### src/rtl/regfile_writeback.sv
// Write-side initiator for the integer register file.
// Arbitrates completed ALU and load results onto the single register-file
// write port through a one-cycle registered output stage, guarantees the ALU
// a win after STARVE_MAX consecutive losses, and keeps the per-register
// pending scoreboard used by the issue stage for RAW hazard stalls.
module regfile_writeback #(
  parameter int XLEN       = 32,
  parameter int AW         = 5,
  parameter int STARVE_MAX = 2
) (
  input  logic              clk,
  input  logic              rst,
  input  logic              alu_valid,
  output logic              alu_ready,
  input  logic [AW-1:0]     alu_rd,
  input  logic [XLEN-1:0]   alu_data,
  input  logic              lsu_valid,
  output logic              lsu_ready,
  input  logic [AW-1:0]     lsu_rd,
  input  logic [XLEN-1:0]   lsu_data,
  input  logic              iss_valid,
  input  logic [AW-1:0]     iss_rd,
  output logic [2**AW-1:0]  busy,
  output logic              wr_en,
  output logic [AW-1:0]     wr_addr,
  output logic [XLEN-1:0]   wr_data
);

  localparam int NREGS = 2**AW;
  localparam logic [1:0] STARVE_LIM = 2'(STARVE_MAX);

  logic [1:0]       starve_cnt;
  logic             alu_starved;
  logic             alu_xfer_p0;
  logic             lsu_xfer_p0;
  logic             vld_p0;
  logic [AW-1:0]    rd_p0;
  logic [XLEN-1:0]  data_p0;

  logic             vld_p1;
  logic [AW-1:0]    addr_p1;
  logic [XLEN-1:0]  data_p1;

  logic [NREGS-1:0] busy_q;
  logic [NREGS-1:0] busy_nxt;

  // Stage p0: arbitration. Readies depend only on lsu_valid and the
  // registered starve count, never on alu_valid, so the two transfers are
  // mutually exclusive by construction.
  assign alu_starved = (starve_cnt == STARVE_LIM);
  assign lsu_ready   = !alu_starved;
  assign alu_ready   = alu_starved | !lsu_valid;
  assign alu_xfer_p0 = alu_valid & alu_ready;
  assign lsu_xfer_p0 = lsu_valid & lsu_ready;
  assign vld_p0      = alu_xfer_p0 | lsu_xfer_p0;
  assign rd_p0       = alu_xfer_p0 ? alu_rd   : lsu_rd;
  assign data_p0     = alu_xfer_p0 ? alu_data : lsu_data;

  // Count consecutive ALU losses; any ALU win or idle ALU restarts the count.
  always_ff @(posedge clk or posedge rst) begin
    if (rst) begin
      starve_cnt <= 2'd0;
    end else if (!alu_valid || alu_xfer_p0) begin
      starve_cnt <= 2'd0;
    end else if (starve_cnt != STARVE_LIM) begin
      starve_cnt <= starve_cnt + 2'd1;
    end
  end

  // Stage p0 -> p1: register the winning result; x0 results are swallowed.
  always_ff @(posedge clk or posedge rst) begin
    if (rst) begin
      vld_p1  <= 1'b0;
      addr_p1 <= '0;
      data_p1 <= '0;
    end else begin
      vld_p1 <= vld_p0 && (rd_p0 != '0);
      if (vld_p0) begin
        addr_p1 <= rd_p0;
        data_p1 <= data_p0;
      end
    end
  end

  assign wr_en   = vld_p1;
  assign wr_addr = addr_p1;
  assign wr_data = data_p1;

  // Scoreboard next state: clear on transfer, then set on issue so a new
  // issuer of the same register keeps ownership; x0 is never pending.
  always_comb begin
    busy_nxt = busy_q;
    if (vld_p0) begin
      busy_nxt[rd_p0] = 1'b0;
    end
    if (iss_valid && (iss_rd != '0)) begin
      busy_nxt[iss_rd] = 1'b1;
    end
    busy_nxt[0] = 1'b0;
  end

  // Scoreboard register.
  always_ff @(posedge clk or posedge rst) begin
    if (rst) begin
      busy_q <= '0;
    end else begin
      busy_q <= busy_nxt;
    end
  end

  assign busy = busy_q;

endmodule
### config.mk
export PLATFORM = sky130hd
export DESIGN_NAME = regfile_writeback
export DESIGN_NICKNAME = d
export VERILOG_FILES = /design/src/rtl/regfile_writeback.sv
export SDC_FILE = /design/constraint.sdc
export NUM_CORES = 1
export LEC_CHECK = 0
export ABC_AREA = 1
export BUFFER_PORTS_ARGS = -buffer_cell sky130_fd_sc_hd__buf_2
export CAP_MARGIN = 20
export CORE_ASPECT_RATIO = 1.5
export CORE_MARGIN = 2
export CORE_UTILIZATION = 40
export CTS_CLUSTER_SIZE = 24
export DETAILED_ROUTE_END_ITERATION = 8
export PLACE_DENSITY = 0.66
export SETUP_SLACK_MARGIN = 0.02
export SLEW_MARGIN = 20
export SYNTH_ARGS = -nofsm -noshare
export SYNTH_HDL_FRONTEND = slang
export SYNTH_SLANG_ARGS = --single-unit
export TNS_END_PERCENT = 10
### constraint.sdc
create_clock -name clk -period 5.73 [get_ports clk]
set_clock_uncertainty 0.1 [all_clocks]
set_input_delay 0.573 -clock clk [delete_from_list [all_inputs] [get_ports clk]]
set_output_delay 0.573 -clock clk [all_outputs]
set_load 0.03 [all_outputs]
---- Word level (Yosys, flattened, before mapping) ----
Cells that the tools add are included.
W data, S select, Z words.
storage, ports and cells
  flip-flop bits (word level) ............. 71
  input bits .............................. 84
  output and inout port bits .............. 72
  logic and storage cells ................. 40
operators by class
  muxes and demuxes ....................... 10
  equal/unequal tests ..................... 2
  reductions and logical operators ........ 11
  bitwise gates (word level) .............. 7
  $add $sub $neg .......................... 1
  $lt $le $gt $ge ......................... 4
operators by type and width
  operator               count
  $mux W32               3
  $and A32 B32 Y32       1
  $not A32 Y32           1
  $or A32 B32 Y32        1
  $lt A5 B6 Y1 const B   2
  $demux W1 S5           2
  $ge A5 B1 Y1 const B   2
  $reduce_bool A5 Y1     2
  $mux W5                1
  $logic_and A1 B1 Y1    4
  $mux W2                2
  $logic_not A1 Y1       3
  $add A2 B1 Y2 const B  1
  $and A1 B1 Y1          2
  $eq A2 B2 Y1 const B   1
  $mux W1                2
  $ne A2 B2 Y1 const B   1
  $or A1 B1 Y1           2
  $reduce_bool A2 Y1     1
  $logic_or A1 B1 Y1     1

---- Logic depth before layout (Yosys ltp) ----
Gate-level depths: netlist of run 1.
  depth after elaboration ................. 13
  depth in mapped cells ................... 13
  gate-level depth less buffers ........... 12

---- Least setup slack after synthesis of run 1 ----
Ideal clock, no wire load.
  kind .................................... reg2out
  start ................................... register starve_cnt[0]
  end ..................................... output lsu_ready
  path slack .............................. 3.893 ns
  arrival time ............................ 1.164 ns
  cell stages (with the launch flop) ...... 5
  required time ........................... 5.057 ns
  path buffers ............................ 1
  path through ............................ dfrtp_1 -> inv_1 -> ha_1 -> inv_2 -> clkbuf_1
on the way
  word-level cells in the longest chain between the ends .. 2
RTL lines
  element                 line  source
  start, declared         32    logic [1:0] starve_cnt;
  start signal, assigned  66    starve_cnt <= starve_cnt + 2'd1;
  $eq A2 B2 Y1            50    assign alu_starved = (starve_cnt == STARVE_LIM);
  $logic_not A1 Y1        51    assign lsu_ready = !alu_starved;
  end, declared           18    output logic lsu_ready,
Every way passes these cells.

---- Worst setup path in the final report of run 1 ----
  start ................................... register starve_cnt[0]
  end ..................................... register busy_q[10] (netlist: busy[10])
on the way
  word-level cells in the longest chain between the ends .. 13
  elaborated cells on any way between the ends .. 17
  classes of those cells .................. order compare (2); eq/ne (1); mux (5); bitwise (7); reduce/logical (2)
RTL lines
  element                                                             line  source
  $eq A2 B2 Y1 *                                                      50
  $or A1 B1 Y1                                                        52    assign alu_ready = alu_starved | !lsu_valid;
  $and A1 B1 Y1                                                       53    assign alu_xfer_p0 = alu_valid & alu_ready;
  $mux W5                                                             56    assign rd_p0 = alu_xfer_p0 ? alu_rd : lsu_rd;
  $lt A5 B6 Y1 (implied by the code) or $ge A5 B1 Y1 (tied branches)  94    busy_nxt[rd_p0] = 1'b0;
  $logic_and A1 B1 Y1 (implied by the code)                           94
  $mux W1 (implied by the code)                                       94
  $demux W1 S5                                                        94
  $not A32 Y32 (no line)                                              --
  $and A32 B32 Y32 (no line)                                          --
  $mux W32 *                                                          93    if (vld_p0) begin
  $or A32 B32 Y32 (no line)                                           --
  $mux W32 *                                                          96    if (iss_valid && (iss_rd != '0)) begin
  net busy_nxt[10]                                                    45    logic [NREGS-1:0] busy_nxt;
  end signal, assigned                                                107   busy_q <= busy_nxt;
  end, declared                                                       44    logic [NREGS-1:0] busy_q;
Mark *: on every way through the listed nets, which the timed path passes. The rest lies on a longest branch.
A chain may end at the register's enable or synchronous reset.

==> impl_summary.md, run 1 <==
Worst setup path
The most frequent cell on the critical path is nand2_1. The endpoint of the lowest-slack register-to-register path is busy[10]$_DFF_PP0_. The worst setup path is captured at a flop. The startpoint type of the worst setup path is a flop. The required time reported for the critical path endpoint is 5850 ps. The slowest stage of the critical path is the inv_2 cell.

Setup slack on the worst reg-to-reg path comes out at roughly 3300 ps. The startpoint identified for the worst register-to-register timing path is starve_cnt[0]$_DFFE_PP0P_. The largest fanout of any net on the critical path is 34. Traced cell by cell, the critical path runs through inv_1, ha_1, inv_2, nand2_8, nand2_4, inv_2, nand2_2, nand2_4, nor2_4, nand2_1, nand2_1, nand2_1. At the worst endpoint, the arrival time is approximately 2600 ps.

The stage delay of the slowest cell on the critical path is roughly 450 ps. The number of cells on the worst reg-to-reg path is 12. The termination of the worst setup path is busy[10]$_DFF_PP0_. The launching instance or port of the critical path is starve_cnt[0]$_DFFE_PP0P_. The critical path in this run is classified as reg2reg.

Run
The tool flagged a number of max-cap violations equal to 0.

Final layout
Compared with the post-synthesis result, the final layout area differs by 31.5%. At the end of the flow, the number of nets in the layout was about 670. Of the cells placed in the final design, the portion with a size suffix greater than 1 is 35.4%. The finished layout holds about 700 standard cells, fillers aside. The number of antenna cells inserted is 0.

Power
The maximum ir drop on the vdd rail is 0.219 mV. The post-route total power is 1.71 mW. For this design the static power due to leakage is 2.51 nW.

Dividing total power by cell area gives a power density of 367 nW/um^2.

Synth
The synthesis-stage register bit count is 71. For this run, the register share of the synthesized area comes to roughly half. During synthesis, Yosys emitted a total of 0 warnings. For this run, asynchronously set or reset flops after synthesis account for 100%. The most used flip-flop cell after synthesis is dfrtp_1. Summing the areas of all compound-gate instances in the mapped netlist gives 1.03% of the synthesized area. The simple-gate share of the synthesized area is 42.9%. After synthesis, the most frequently instantiated cells are nand2_1 (202), dfrtp_1 (71), nand3_1 (71). The net count of the mapped netlist is 523. The average instance in the mapped netlist occupies 8.07 sq um. Yosys mapped the design onto 27 distinct sky130hd cell types. The post-synthesis adder-cell area fraction is 0.354%.

Sorting the synthesized cells by area gives the leading types as dfrtp_1 (50%), nand2_1 (21%), nand3_1 (10%). The cell taking the most area after synthesis is dfrtp_1. The fraction of synthesized cell area in xor and xnor cells is 0%. The synthesized design contains 0 enable-type register cells. By area, the combinational part of the netlist is dominated by simple AND/OR/NAND/NOR gates. The area share of the largest cell type after synthesis is 50.3%. Among all cell types in the netlist, the one instantiated most often is nand2_1. The post-synthesis cell count is 438. The post-synthesis cell area is 3530 sq um. The multiplexer share of the synthesized area is 0%.

Global routing
Entering global routing, the biggest net connects 72 pins. In the global route stage, overall resource usage came out at 20.5%. The overflow left after global routing is 0. The global-route wire length before repair is 15,200 um. The via count of the first global-routing pass came to 3,242. The number of antenna violations at the first check in global routing is 0.

STA
The highest clock frequency the design can meet is 412 MHz. Hold timing on the final database bottoms out at a slack of 326 ps. The smallest clock period supported by the final layout is computed as 2430 ps. After layout, the worst setup slack is 3300 ps. The period utilization is between 40% and 50%. The number of failing hold endpoints at the final stage is 0. The count of pins over their slew limit is 0. Setup repair after global routing left no endpoint under its margin.

Setup violations remaining at the end of the flow were counted as 0. The sum of negative setup slack is 0 ps. The relative max-transition margin is 26.7%. The actual slew at the worst max-slew pin is roughly 1100 ps.

Placed design
During placement, the flow inserted port buffers numbering 154. The number of placed cells counting well taps is 685. The weighted congestion reported at the end of routability-driven placement is about 0.85.

The post-place setup slack is 3220 ps. The HPWL reported at the end of detailed placement is roughly 7000 um.

Floorplan
For this design the top-level I/O count stands at 156. From bottom edge to top edge, the die measures 119 um. The die area is 9620 sq um. In this run the standard cell core region covers 8720 sq um. The x dimension of the die is 80.7 um. The initial core utilization is a little over 40%. The count of standard-cell rows is 42.

Detailed routing
Dividing the detail-routed via count by the number of cells gives 4.79. The detailed-route DRC error count is 0. In the final routed layout, each cell accounts on average for approximately 14 um. The first detailed-routing pass took 5 iterations. The final layout contains routed wiring with a total length of 9670 um. The final route contains 3,356 vias. The post-route antenna net violation count is 0. The number of violations reported at the end of detailed-routing iteration 0 is around 140.

Clocking
Clock tree synthesis inserted a total of 9 buffers. TritonCTS built the clock tree. The number of instances resized during post-cts repair is 0. The maximum root-to-sink buffer count is 2. The clock slew seen by the registers of the worst setup and hold paths is 60 ps. The cell sitting at the root of the clock tree is a clkbuf_16. For this design, the CTS-stage hold fixing added 0 buffers.

The number of setup buffers added after CTS is 0. In this run the number of H-tree levels came out at 3. The number of sinks driven by the clock tree is 71. The worst-skew pair later-pin latency is 330 ps.

Hold path
The number of cells on the worst hold path is 1. The worst hold-check path type is reg2reg.

Status
The run finished with clean final reports.
## logic make-up (layout without fill, tap and decap cells)
family	Yosys count	count (layout)
fa+ha+maj	1	1
flops	71	71
other cells	1	1
compound gates	5	5
buf+inv	38	191
simple gates	322	322
## placed cells by master (no fill, tap or decap)
| cell type | count |
|---|---|
| clkbuf_16 | 9 |
| nand3_4 | 1 |
| buf_4 | 1 |
| nand3_1 | 71 |
| nand2_1 | 202 |
| clkbuf_1 | 1 |
| o21ai_4 | 1 |
| nand3b_1 | 1 |
| inv_2 | 4 |
| buf_2 | 154 |
| nand2_2 | 14 |
| nor2_1 | 3 |
| nor2_8 | 1 |
| dfrtp_1 | 71 |
| o21ai_1 | 1 |
| inv_1 | 16 |
| clkbuf_8 | 3 |
| bufinv_16 | 1 |
| nor3_1 | 11 |
| a21oi_1 | 1 |
| nor2_4 | 10 |
| nor2_2 | 1 |
| nand2_4 | 5 |
| nand2_8 | 1 |
| conb_1 | 1 |
| ha_1 | 1 |
| and2_4 | 1 |
| o21ai_0 | 2 |
| clkinv_2 | 2 |
## metal layers
| layer | GRT usage [%] | share of wire [%] |
|---|---|---|
| met1 | 24.5 | 42 |
| met2 | 35.4 | 50 |
| met3 | 4.70 | 7.2 |
| met4 | 7.52 | 1.3 |
| met5 | 0 | 0 |
## worst min-delay path by stage
stage                                   start                        end  slack [ps]
floorplan           starve_cnt[0]$_DFFE_PP0P_  starve_cnt[0]$_DFFE_PP0P_         310
global placement    starve_cnt[0]$_DFFE_PP0P_  starve_cnt[0]$_DFFE_PP0P_         330
detailed placement  starve_cnt[0]$_DFFE_PP0P_  starve_cnt[0]$_DFFE_PP0P_         330
CTS                 starve_cnt[0]$_DFFE_PP0P_  starve_cnt[0]$_DFFE_PP0P_         330
global route        starve_cnt[0]$_DFFE_PP0P_  starve_cnt[0]$_DFFE_PP0P_         350
finish              starve_cnt[0]$_DFFE_PP0P_  starve_cnt[0]$_DFFE_PP0P_         330
## per-stage QoR
step,util (%),cell area (sq um)
floorplan,-,3530
global placement,49.7,4340
detailed placement,49.7,4340
CTS,53.3,4650
global route,53.3,4650
finish,53.3,4650
## area by class of cell
class / count / area [sq um]
inverters: 20 / 75.1
clock buffers: 13 / 270
multi-input cells: 329 / 1570
repair buffers: 155 / 778
flip-flops and latches: 71 / 1780
fillers: 855 / 4080
well taps: 110 / 138
clock inverters: 3 / 40.0
## power by group
part,switching [mW],internal (mW),total (mW)
clock,0.198,0.371,0.569
combinational,0.353,0.140,0.493
sequential,0.0521,0.593,0.645
## flip-flops by register name, indices dropped and copies added, names as in the netlist
signal and flops:
busy 31, starve_cnt 2, wr_addr 5, wr_data 32, wr_en 1
## worst max-delay path, delay by kind of cell, from the launching register on
| family | cells | cell delay [ps] |
|---|---|---|
| DFF | 1 | 340 |
| adders and majority gates | 1 | 190 |
| buffers and inverters | 3 | 740 |
| and+or+nand+nor | 8 | 940 |
No activity file was read; power rests on OpenSTA's default activity.
==> inputs of run 2 (changes only) <==
--- a/config.mk
+++ b/config.mk
@@ -13,7 +13,7 @@
 export CORE_UTILIZATION = 40
 export CTS_CLUSTER_SIZE = 24
 export DETAILED_ROUTE_END_ITERATION = 8
-export PLACE_DENSITY = 0.66
+export PLACE_DENSITY = 0.69
 export SETUP_SLACK_MARGIN = 0.02
 export SLEW_MARGIN = 20
 export SYNTH_ARGS = -nofsm -noshare
==> constraint.sdc (replaced) <==
create_clock -name clk -period 2.2 [get_ports clk]
set_clock_uncertainty 0.1 [all_clocks]
set_input_delay 0.22 -clock clk [delete_from_list [all_inputs] [get_ports clk]]
set_output_delay 0.22 -clock clk [all_outputs]
set_load 0.03 [all_outputs]
==> run 2 against run 1 <==
- clock-buffer cell count down 4
- clock power increased by 150%
- cell area is 3.4% higher
- cell count rose by 2.3%
- via count rose by 2.0%
- first-iteration DRC count grew 17%
- sequential share of layout area decreased by 1.3 points
- die area did not move
- worst setup slack worse by 3100 ps
- critical path depth decreased by 7
- register-to-register slack lost 3000 ps
==> impl_summary.md, run 2 (same netlist as run 1, synthesis figures left out) <==
Status
The flow ran to the end, and the final reports show no timing, DRC or antenna violations.

Global routing
The overflow left after global routing is 0 (unchanged). The number of antenna violations at the first check in global routing is 0 (unchanged). The total global-route track usage is 20.5% (about the same).

The global-route wire length before repair came to 15,200 um (+0.36%). The pin count of the biggest net entering global routing is 40 (-44%). The via count of the first global-routing pass was 3,349 (+3.3%).

Worst setup path
The required time reported for the critical path endpoint is 1880 ps (-3970 ps). The worst endpoint data arrival time came to 1640 ps (-910 ps). The startpoint type of the worst setup path is a flop. The worst setup path is captured at a primary output.

The worst setup path is of the reg2out kind. The largest fanout of any net on the critical path is 33 (-2.9%).

Hold path
The worst hold-check path type is in2reg.

Final layout
The end-of-flow core utilization is 55.1% (+1.8 points). The fraction of layout cells with a size suffix above 1 is 35.6% (+0.22 points). Compared with the post-synthesis result, the final layout area differs by 36.0%.

The final design area excluding fillers is 4800 sq um (+3.4%). The most common cell after layout, fill and taps aside is nand2_1. The count of nets after finishing is 687 (+2.4%).

The number of fill cells in the layout was 824 (-3.6%). The area taken by flip-flops and latches came to 1780 sq um (unchanged). The number of flip-flops under the largest register name was 32 (unchanged). The number of antenna cells inserted was 0 (unchanged).

The top cell types in the final layout, fill and taps aside, are nand2_1 (202), buf_2 (154), nand3_1 (71), dfrtp_1 (71), inv_1 (16). The area used by multi-input combinational logic was 1570 sq um (unchanged).

STA
The number of failing hold endpoints at the final stage came to 0 (unchanged). The actual slew at the worst max-slew pin is 680 ps (-411 ps). Derived from the worst setup path, the maximum achievable clock frequency is around 500 MHz.

The post-route worst hold slack is 9.57 ps (-317 ps). The count of pins over their slew limit is 0 (unchanged). The period utilization is between 80% and 90%. The sum of negative setup slack was 0 ps (unchanged). The number of setup violations in the final report is 0 (unchanged).

Setup repair after global routing left no endpoint under its margin. The relative max-transition margin came to 54.6% (+28 points). The final period demand of the worst path is 1960 ps.

Placed design
The HPWL reported at the end of detailed placement was 7250 um (+2.3%). The weighted congestion reported at the end of routability-driven placement is 0.894 (+5.7%). The post-place instance area is 4410 sq um (+1.6%).

The count of buffers inserted at the top-level ports is 154 (unchanged).

Power
The maximum ir drop on the vdd rail is 0.687 mV (+210%). The cell leakage power is 2.58 nW (+2.6%). The post-route total power is 4.41 mW (+160%).

The power per cell area is 918 nW/um^2 (+150%).

Clocking
The clock slew seen by the registers of the worst setup and hold paths was 60 ps (about the same). The TritonCTS buffer count is 9 (unchanged). The CTS tree is done.

The root buffer cell is clkbuf_16. The worst-skew pair later-pin latency is 330 ps (about the same). The buffers inserted during post-CTS setup optimization is 0 (unchanged). The maximum root-to-sink buffer count is 2 (unchanged). The number of sinks driven by the clock tree is 71 (unchanged). The number of instances resized during post-cts repair was 0 (unchanged).

The number of H-tree levels is 3 (unchanged).

Floorplan
The core outline area came to 8720 sq um (unchanged). The number of top-level pins was 156 (unchanged). The count of standard-cell rows is 42 (unchanged). The die area is 9620 sq um (unchanged). The x dimension of the die is 80.7 um (unchanged). The initial core utilization is 40.5% (unchanged).

The die extent in y was 119 um (unchanged).

Run
The max-cap violation count came to 0 (unchanged).

Detailed routing
The number of violations reported at the end of detailed-routing iteration 0 is 162 (+17%). The total via count after detailed routing was 3,423 (+2.0%). The detailed-route DRC error count is 0 (unchanged).

The post-route antenna net violation count was 0 (unchanged). The total detailed-routing wirelength came to 9610 um (-0.55%). The number of detailed-routing iterations run before antenna repair is 4 (-1). The via-per-instance ratio came to 4.77 (-0.28%). The average wire per standard cell is 13.4 um (-2.8%).
[run 2: cell types whose count changed in the layout (fill, tap and decap cells not counted), sizes merged]
cell / before / now
buf: 155 / 161
clkinv: 2 / 3
dlygate4sd3: 0 / 10
clkinvlp: 0 / 2
clkbuf: 13 / 9
inv: 20 / 21
[run 2: power by group]
group | switching (mW) | total, mW | internal, mW
Clock | 0.542 | 1.42 | 0.877
Combinational | 0.926 | 1.31 | 0.387
Sequential | 0.131 | 1.68 | 1.54
[run 2: area by class of cell]
| type | instances | area share, % |
|---|---|---|
| clock buffer | 9 | 4.69 |
| tap | 110 | 2.86 |
| multi-input combinational | 329 | 32.7 |
| sequential | 71 | 37.0 |
| clock inverter | 7 | 1.51 |
| inverter | 20 | 1.56 |
| timing repair buffer | 171 | 19.7 |
[run 2: worst paths after layout]
kind / slack [ps] / startpoint / to / cells after the start
worst max-delay path: 240 / starve_cnt[0]$_DFFE_PP0P_ / lsu_ready / 5
worst min register to register: 340 / starve_cnt[0]$_DFFE_PP0P_ / starve_cnt[0]$_DFFE_PP0P_ / 1
worst min-delay path: 10 / alu_data[13] / wr_data[13]$_DFFE_PP0N_ / 3
min in group asynchronous: 430 / rst / wr_data[19]$_DFFE_PP0N_ / 3
worst max register to register: 350 / starve_cnt[0]$_DFFE_PP0P_ / busy[12]$_DFF_PP0_ / 11
max in group asynchronous: 920 / rst / starve_cnt[1]$_DFFE_PP0P_ / 4
[run 2: per-layer routing]
metal | wire, um | vias up | global-route usage [%]
met5 | 0 | - | 0
met4 | 146 | 0 | 6.99
met3 | 848 | 13 | 5.83
met2 | 4850 | 150 | 36.0
met1 | 3770 | 1551 | 23.4
li1 | - | 1709 | -
[run 2: repair_timing]
action / 4_1_cts / 5_1_grt
endpoints found under the setup margin: 0 / 0
endpoints found under the hold margin: 41 / 0
hold buffers: 10 / 0
[run 2: worst max-delay path, cell delays in order (launching register included)]
cell	delay, ps
dfrtp_1	350
inv_1	50
ha_1	190
inv_2	100
buf_4	330
buf_2	270
[run 2: stage by stage]
| step | setup WS, ps | std cells |
|---|---|---|
| 6_report | 245 | 717 |
| 5_1_grt | 173 | 717 |
| 4_1_cts | 239 | 717 |
| 3_5_place_dp | 340 | 691 |
| 3_3_place_gp | 418 | 691 |
| 2_1_floorplan | 83.4 | 438 |
